**src/rtl/tw_ctrl_pkg.sv**
```systemverilog
// Shared encodings for the twiddle ROM sequencer.
// FSM states, ROM write codes and datapath phase codes.
package tw_ctrl_pkg;

  typedef enum logic [2:0] {
    S_IDLE     = 3'd0,
    S_HI_FILL  = 3'd1,
    S_HI_BURST = 3'd2,
    S_LO_FILL  = 3'd3,
    S_LO_BURST = 3'd4,
    S_RUN      = 3'd5,
    S_GAP      = 3'd6,
    S_DONE     = 3'd7
  } fsm_e;

  typedef enum logic [1:0] {
    W_NONE = 2'd0,
    W_HI   = 2'd1,
    W_LO   = 2'd2
  } rom_w_e;

  localparam logic [3:0] ST_IDLE   = 4'd0;
  localparam logic [3:0] ST_GAP    = 4'd2;
  localparam logic [3:0] ST_ACTIVE = 4'd4;

  localparam int BUF_DEPTH = 4;

endpackage

```
**src/rtl/tw_word_buf.sv**
```systemverilog
// Four-entry fill/drain buffer for host twiddle half-words.
// Write and read indices wrap, so each fill/burst pair starts at 0.
module tw_word_buf
  import tw_ctrl_pkg::*;
#(
  parameter int HDW = 64
) (
  input  logic           CLK,
  input  logic           rst,
  input  logic           clr,
  input  logic           wr_en,
  input  logic [HDW-1:0] wr_data,
  input  logic           rd_en,
  output logic [HDW-1:0] rd_data,
  output logic           wr_last,
  output logic           rd_last
);

  logic [HDW-1:0] mem [BUF_DEPTH];
  logic [1:0]     wr_idx;
  logic [1:0]     rd_idx;

  always_ff @(posedge CLK or posedge rst) begin
    if (rst) begin
      for (int i = 0; i < BUF_DEPTH; i++) mem[i] <= '0;
      wr_idx <= '0;
      rd_idx <= '0;
    end else if (clr) begin
      wr_idx <= '0;
      rd_idx <= '0;
    end else begin
      if (wr_en) begin
        mem[wr_idx] <= wr_data;
        wr_idx      <= wr_idx + 2'd1;
      end
      if (rd_en) rd_idx <= rd_idx + 2'd1;
    end
  end

  assign rd_data = mem[rd_idx];
  assign wr_last = wr_en && (wr_idx == 2'd3);
  assign rd_last = rd_en && (rd_idx == 2'd3);

endmodule

```
**src/rtl/tw_rom_seq_ctrl.sv**
```systemverilog
// Twiddle ROM sequencer: optional hi/lo reload bursts, then
// STAGE_NUM run windows separated by idle gaps.
module tw_rom_seq_ctrl
  import tw_ctrl_pkg::*;
#(
  parameter int STAGE_NUM = 3,
  parameter int STAGE_LEN = 256,
  parameter int GAP_LEN   = 4,
  parameter int HDW       = 64
) (
  input  logic           CLK,
  input  logic           rst,
  input  logic           start,
  input  logic           load_en,
  input  logic           abort,
  input  logic           s_valid,
  input  logic [HDW-1:0] s_data,
  output logic           s_ready,
  output logic [2:0]     stage_counter,
  output logic           CEN,
  output logic [3:0]     state,
  output logic [1:0]     ROM1_w,
  output logic [HDW-1:0] horizontal_data_out,
  output logic           busy,
  output logic           done
);

  localparam int MAXL = (STAGE_LEN > GAP_LEN) ? STAGE_LEN : GAP_LEN;
  localparam int CW   = $clog2(MAXL + 1);
  localparam logic [CW-1:0] RUN_END = CW'(STAGE_LEN - 1);
  localparam logic [CW-1:0] GAP_END = CW'(GAP_LEN - 1);
  localparam logic [2:0]    STG_END = 3'(STAGE_NUM - 1);

  fsm_e           fsm_q, fsm_d;
  logic [CW-1:0]  cnt_q, cnt_d;
  logic [2:0]     stg_q, stg_d;
  logic           fill, burst;
  logic           wr_last, rd_last;
  logic [HDW-1:0] rd_data;

  assign fill  = (fsm_q == S_HI_FILL) || (fsm_q == S_LO_FILL);
  assign burst = (fsm_q == S_HI_BURST) || (fsm_q == S_LO_BURST);

  tw_word_buf #(.HDW(HDW)) u_buf (
    .CLK     (CLK),
    .rst     (rst),
    .clr     (abort),
    .wr_en   (fill && s_valid),
    .wr_data (s_data),
    .rd_en   (burst),
    .rd_data (rd_data),
    .wr_last (wr_last),
    .rd_last (rd_last)
  );

  always_ff @(posedge CLK or posedge rst) begin
    if (rst) begin
      fsm_q <= S_IDLE;
      cnt_q <= '0;
      stg_q <= '0;
    end else begin
      fsm_q <= fsm_d;
      cnt_q <= cnt_d;
      stg_q <= stg_d;
    end
  end

  always_comb begin
    fsm_d = fsm_q;
    cnt_d = cnt_q;
    stg_d = stg_q;
    unique case (fsm_q)
      S_IDLE: begin
        if (start) begin
          fsm_d = load_en ? S_HI_FILL : S_RUN;
          cnt_d = '0;
          stg_d = '0;
        end
      end
      S_HI_FILL:  if (wr_last) fsm_d = S_HI_BURST;
      S_HI_BURST: if (rd_last) fsm_d = S_LO_FILL;
      S_LO_FILL:  if (wr_last) fsm_d = S_LO_BURST;
      S_LO_BURST: begin
        if (rd_last) begin
          fsm_d = S_RUN;
          cnt_d = '0;
          stg_d = '0;
        end
      end
      S_RUN: begin
        if (cnt_q == RUN_END) begin
          fsm_d = S_GAP;
          cnt_d = '0;
        end else begin
          cnt_d = cnt_q + CW'(1);
        end
      end
      S_GAP: begin
        if (cnt_q == GAP_END) begin
          cnt_d = '0;
          if (stg_q == STG_END) begin
            fsm_d = S_DONE;
          end else begin
            fsm_d = S_RUN;
            stg_d = stg_q + 3'd1;
          end
        end else begin
          cnt_d = cnt_q + CW'(1);
        end
      end
      S_DONE: begin
        fsm_d = S_IDLE;
        stg_d = '0;
      end
      default: fsm_d = S_IDLE;
    endcase
    // abort overrides every transition, including a start in IDLE
    if (abort) begin
      fsm_d = S_IDLE;
      cnt_d = '0;
      stg_d = '0;
    end
  end

  always_comb begin
    ROM1_w = W_NONE;
    state  = ST_IDLE;
    unique case (1'b1)
      fsm_q == S_HI_BURST: ROM1_w = W_HI;
      fsm_q == S_LO_BURST: ROM1_w = W_LO;
      fsm_q == S_RUN:      state  = ST_ACTIVE;
      fsm_q == S_GAP:      state  = ST_GAP;
      default: ;
    endcase
  end

  assign s_ready             = fill;
  assign horizontal_data_out = burst ? rd_data : '0;
  assign CEN                 = (fsm_q != S_RUN);
  assign busy                = (fsm_q != S_IDLE);
  assign done                = (fsm_q == S_DONE);
  assign stage_counter       = stg_q;

endmodule

```
**config.mk**
```make
export PLATFORM = sky130hd
export DESIGN_NAME = tw_rom_seq_ctrl
export DESIGN_NICKNAME = d
export VERILOG_FILES = /design/src/rtl/tw_ctrl_pkg.sv /design/src/rtl/tw_word_buf.sv /design/src/rtl/tw_rom_seq_ctrl.sv
export SDC_FILE = /design/constraint.sdc
export NUM_CORES = 1
export LEC_CHECK = 0
export BUFFER_PORTS_ARGS = -buffer_cell sky130_fd_sc_hd__buf_2
export CORE_ASPECT_RATIO = 1.75
export CORE_MARGIN = 3
export CORE_UTILIZATION = 35
export CTS_BUF_LIST = sky130_fd_sc_hd__clkbuf_8
export DETAILED_ROUTE_END_ITERATION = 8
export GPL_TIMING_DRIVEN = 0
export HOLD_SLACK_MARGIN = 0.06
export PLACE_DENSITY = 0.56
export SETUP_SLACK_MARGIN = 0.1
export SLEW_MARGIN = 20
export SYNTH_ARGS = -nofsm -noshare
export SYNTH_HDL_FRONTEND = slang
export SYNTH_HIERARCHICAL = 1
export SYNTH_SLANG_ARGS = --single-unit
```
**constraint.sdc**
```tcl
create_clock -name CLK -period 9.6 [get_ports CLK]
set_input_delay 1.92 -clock CLK [delete_from_list [all_inputs] [get_ports CLK]]
set_output_delay 1.92 -clock CLK [all_outputs]
set_load 0.1 [all_outputs]
```
==> flow_summary.yaml, run 1 <==
global_route:
  antenna_found_initial: 6
  overflow: 0
  grt_pass1_vias: 8873
  track_usage: 0.161
  grt_max_degree: 101
  grt_pass1_wl_um: 53600
floorplanning:
  io_pins: 147
  core_sq_mm: 0.0396
  std_cell_rows: 96
  die-area_sq_mm: 0.0430
  fp.dieW_um: 158
  start_util: 0.358
  die_y_um: 272
cts:
  clk_pin_slew_ps: 70
  cts_buffers: 47
  cts.sinks: 275
  worstSkewPairLatency_ps: 600
  h-tree-depth: 2
  postCtsSetupBuffers: 0
  cts.repair.resized: 0
  cts_tree: "done"
  clockBufferDepth: 3
  holdBufCountCts: 0
  cts-root-buf: "clkbuf_8"
route:
  drt_wl_total_um: 33800
  ant_nets: 0
  drt_iter0_drc: 358
  drt_pass1_iterations: 4
  wire_per_inst_um: 21.5
  drc: 0
  route.vias.total: 7792
  vias_per_cell: 4.95
logic_synthesis:
  synth_seq_cells: 275
  synth_commonest_cells: "275 x dfrtp_1, 240 x mux2_4, 66 x nor2b_1"
  async_reset_ff_frac: 1.00
  syn_avg_cell_area_sq_um: 16.7
  synth_edf_count: 0
  synth.top_cell.area_share: 0.486
  synth_area_leaders: "dfrtp_1 49%, mux2_4 25%, mux4_2 10%, buf_12 3.4%, nor2b_1 2.9%"
  syn_inst: 851
  yosysWarnings: 6
  synth_seq_area_share: 0.486
  yosysUniqueCellTypes: 57
  yosysMostFrequentCell: "dfrtp_1"
  ys.flop_type: "dfrtp_1"
  yosys.area.top_type: "dfrtp_1"
  syn_area_sq_mm: 0.0142
timing:
  maxSlewHeadroom: 0.552
  setup_viol: 0
  skew_ps: 24.9
  min_period_ps: 4970
  grt_setup_unrepaired: "no"
  max_freq_ghz: 0.201
  finalCritPeriodShare: 0.517
  drv_slew: 0
  finalHoldViolCount: 0
  setup_ws_ps: 4630
  hold_slack_ps: 503
  worst_pin_slew_ps: 672
critical_path:
  endpoint_kind: "output port"
  criticalPathCategory: "flop to output port"
  cp_max_fo: 10
  cp-start-kind: "flop"
  cp.required_ps: 7680
  cp.arrival_ps: 3050
run:
  max_cap_viol_count: 0
power_and_ir_drop:
  power_leakage_nw: 8.55
  p_per_area_mw_per_mm2: 290
  ir_worst_vdd_mv: 0.133
placement:
  dp_hpwl_um: 22600
  pre_cts_slack_ps: 5170
  place_congestion: 0.770
  port_buffers: 144
cells_and_area:
  final_nets: 1127
  layout-drive-gt1-share: 0.549
  area_growth_pct: 16.5
  fillers: 3658
  fin_util: 0.417
worst_hold_path:
  hold_class: "flop to flop"
outcome:
  outcome: "finished clean"
[worst max-delay path, cell delays in order, from the launching register on]
cell and delay (ps):
dfrtp_1 410, buf_2 190, nor3_1 230, nor2_1 90
buf_2 270, buf_1 380, nor2b_1 380, buf_2 500
[logic make-up after synthesis]
family          after synthesis  share of synthesized area
mux                         325                      0.372
flops                       275                      0.486
simple gates                129                     0.0571
buf+inv                      72                     0.0561
compound gates               37                     0.0185
fa+ha+maj                    10                    0.00883
xor+xnor                      2                    0.00124
other cells                   1                   0.000265
[stage by stage]
stage | std cells | instance area [sq um] | total power [W] | TNS (ps)
finish | 1573 | 16500 | 0.00479 | 0
global route | 1572 | 16500 | 0.00503 | 0
CTS | 1571 | 16500 | 0.00486 | 0
detailed placement | 1488 | 15600 | 0.00375 | 0
global placement | 1486 | 15500 | 0.00372 | -712770
floorplan | 852 | 14200 | 0.00335 | 0
[worst paths after layout]
path	to	slack, ps	start	cells past startpoint
setup / recovery	horizontal_data_out[28]	4630	fsm_q[0]	7
setup reg to reg	cnt_q[3]	6680	fsm_q[0]	11
max in group asynchronous	u_buf/mem[68]	7200	rst	3
hold / removal	u_buf/mem[21]	500	u_buf/mem[21]	1
min in group asynchronous	u_buf/mem[124]	1410	rst	2
hold reg to reg	u_buf/mem[21]	500	u_buf/mem[21]	1
[area by class of cell]
cell class                      instances  area [sq um]  area share
Timing Repair Buffer                  146           776      0.0470
Antenna cell                            2          5.00    0.000303
Sequential cell                       275          6880       0.417
Inverter                               14          60.1     0.00364
Clock inverter                         24           126     0.00765
Clock buffer                           59           812      0.0492
Buffer                                 58           743      0.0450
Tap cell                              490           613      0.0371
Multi-Input combinational cell        505          6500       0.394
[metal layers]
metal,vias to the layer above,GRT usage,share of wire
met5,-,0,0.0010
met4,6,0.0480,0.024
met3,62,0.0283,0.037
met2,140,0.290,0.54
met1,4088,0.194,0.40
li1,3496,-,-
[report_power, final]
part	switching (W)	internal [W]
registers	0.000166	0.00144
clock network	0.000501	0.000578
logic	0.00126	0.000836
[placed cells by master, fill, tap and decap left out, drive strengths merged, types with 3 or more instances in the layout]
| cell type | n |
|---|---|
| a22o | 3 |
| and2 | 3 |
| and3 | 5 |
| buf | 203 |
| clkbuf | 60 |
| dfrtp | 275 |
| ha | 10 |
| inv | 35 |
| mux2 | 258 |
| mux2i | 3 |
| mux4 | 64 |
| nand2 | 8 |
| nand3 | 4 |
| nand3b | 4 |
| nor2 | 16 |
| nor2b | 66 |
| nor3 | 5 |
| o21ai | 11 |
| o22ai | 3 |
| o31ai | 4 |
| o41ai | 4 |
| or2 | 4 |
[sequential cells by signal, summed over array words and instances, names as in the netlist]
signal         count
fsm_q              3
u_buf/wr_idx       2
u_buf/rd_idx       2
cnt_q              9
stage_counter      3
u_buf/mem        256
Note: power is estimated with default switching activity, not from simulation.
==> run 2, diff against run 1 <==
==> constraint.sdc (replaced) <==
create_clock -name CLK -period 4.54 [get_ports CLK]
set_input_delay 0.908 -clock CLK [delete_from_list [all_inputs] [get_ports CLK]]
set_output_delay 0.908 -clock CLK [all_outputs]
set_load 0.1 [all_outputs]
==> flow_summary.yaml, run 2 (synthesis gave the netlist of run 1 again) <==
cts:
  cts-root-buf: "clkbuf_8"
  cts.sinks: 275
  postCtsSetupBuffers: 0
  clockBufferDepth: 3
  h-tree-depth: 2
  cts_buffers: 47
  cts_tree: "done"
  cts.repair.resized: 0
  clk_pin_slew_ps: 60
  worstSkewPairLatency_ps: 570
  holdBufCountCts: 0
timing:
  max_freq_ghz: 0.263
  finalHoldViolCount: 0
  maxSlewHeadroom: 0.442
  finalCritPeriodShare: 0.837
  drv_slew: 0
  skew_ps: 15.8
  setup_viol: 0
  worst_pin_slew_ps: 837
  grt_setup_unrepaired: "no"
  min_period_ps: 3800
critical_path:
  critPathSlowestCell: "buf_1"
  regToRegSetupSlack_ps: 1370
  reg2regPathDepth: 11
  endpoint_kind: "output port"
  critPathTopFamily: "buffers and inverters"
  r2r_start: "fsm_q[0]"
  worstPathBufferInverterCount: 4
  criticalPathCategory: "flop to output port"
  cp.arrival_ps: 2890
  cp.required_ps: 3630
  cp_cell_sequence: "buf_2 -> nor3_2 -> nor2_1 -> buf_2 -> buf_1 -> nor2b_1 -> buf_2"
  crit_path_frequent_cell: "buf_2"
  rr_endpoint: "cnt_q[7]"
  cp_max_fo: 10
  slowest_delay_ps: 530
  cp-start-kind: "flop"
cells_and_area:
  reg.largest.list: "u_buf/mem (256), cnt_q (9)"
  layout_commonest_cell: "dfrtp_1"
  layout-drive-gt1-share: 0.572
  regMostFlops: "u_buf/mem"
  largest_reg_flops: 256
  final_nets: 1134
  area_growth_pct: 18.1
  post-route-cell-area_sq_mm: 0.0167
  final_cell_mix: "275 x dfrtp_1, 240 x mux2_4, 150 x buf_2, 64 x mux4_2, 63 x clkbuf_8"
  fin_util: 0.422
route:
  drt_pass1_iterations: 4
  route.vias.total: 7840
  vias_per_cell: 4.95
  wire_per_inst_um: 21.0
  drc: 0
  drt_wl_total_um: 33300
  drt_iter0_drc: 329
  ant_nets: 0
global_route:
  grt_max_degree: 32
  overflow: 0
  grt_util_met2: 0.281
  use_met1: 0.193
  antenna_found_initial: 4
  grt_pass1_wl_um: 53000
  grt_busiest_layer: "met2"
  track_usage: 0.158
  groute.layer.met3.usage: 0.0361
  grt_pass1_vias: 8854
floorplanning:
  start_util: 0.358
  std_cell_rows: 96
  io_pins: 147
  core_sq_mm: 0.0396
  die-area_sq_mm: 0.0430
  fp.dieW_um: 158
  die_y_um: 272
placement:
  dp_hpwl_um: 22900
  port_buffers: 144
  placed_area_sq_mm: 0.0157
  place_congestion: 0.752
power_and_ir_drop:
  switching_share: 0.399
  power.switching_w: 0.00408
  power_frac_comb: 0.436
  p_clk_frac: 0.232
  p_seq_frac: 0.332
  p_per_area_mw_per_mm2: 611
  intPower_w: 0.00614
  power_leakage_nw: 8.62
  ir_worst_vdd_mv: 0.309
outcome:
  outcome: "finished clean"
worst_hold_path:
  hold_class: "primary input to asynchronous set/reset pin"
run:
  max_cap_viol_count: 0
## run 2: cell types whose count changed in the layout (fill, tap and decap cells not counted), sizes merged
cell	delta
buf	+7
clkbuf	+4
clkinv	+10
clkinvlp	+2
inv	-13
## run 2: stage by stage
stage | power [W] | hold slack (ps) | setup WS, ps | TNS, ps | cells
after floorplan | 0.00711 | 474 | -78.3 | -3910 | 852
after detailed placement | 0.00795 | 488 | 1130 | 0 | 1495
after CTS | 0.0104 | 424 | 487 | 0 | 1581
after global placement | 0.00789 | 482 | -1580 | -402960 | 1486
final | 0.0102 | 465 | 739 | 0 | 1583
after global routing | 0.0108 | 473 | 417 | 0 | 1582
## run 2: per-layer routing
layer,share of wire,up-vias
met5,0.00081,-
met2,0.53,141
met4,0.017,4
met1,0.40,4145
li1,-,3508
met3,0.047,42
## run 2: power groups by stage
stage | Combinational, W | Sequential (W) | Clock, W
finish | 0.00446 | 0.00340 | 0.00237
global route | 0.00470 | 0.00347 | 0.00259
global placement | 0.00447 | 0.00341 | 0
detailed placement | 0.00453 | 0.00342 | 0
floorplan | 0.00379 | 0.00331 | 0
CTS | 0.00454 | 0.00339 | 0.00247
## run 2: cell type report
cell class | instances | area, sq um
fill | 3663 | 22900
clock buffer | 63 | 867
antenna | 2 | 5.00
tap | 490 | 613
multi-input combinational | 505 | 6530
inverter | 14 | 56.3
sequential | 275 | 6880
timing repair buffer | 153 | 908
clock inverter | 23 | 131
buffer | 58 | 743
## run 2: worst reg2reg max path: stages, from the launching register on
cell and delay (ps):
dfrtp_1 400, buf_2 230, nor3_2 80, nor2_1 190, clkbuf_1 660, inv_1 220, and2_1 270, mux2i_1 210
and3_1 250, buf_2 230, o31ai_1 100, a22o_1 210
## run 2: worst max path at each step
stage	cells after the start	to	from	slack [ps]
6_report	7	horizontal_data_out[32]	fsm_q[0]	740
5_1_grt	7	horizontal_data_out[28]	fsm_q[0]	420
4_1_cts	7	horizontal_data_out[32]	fsm_q[0]	490
3_5_place_dp	7	horizontal_data_out[32]	fsm_q[0]	1130
3_3_place_gp	2	u_buf/mem[79]	rst	-1580
2_1_floorplan	6	horizontal_data_out[10]	fsm_q[0]	-80
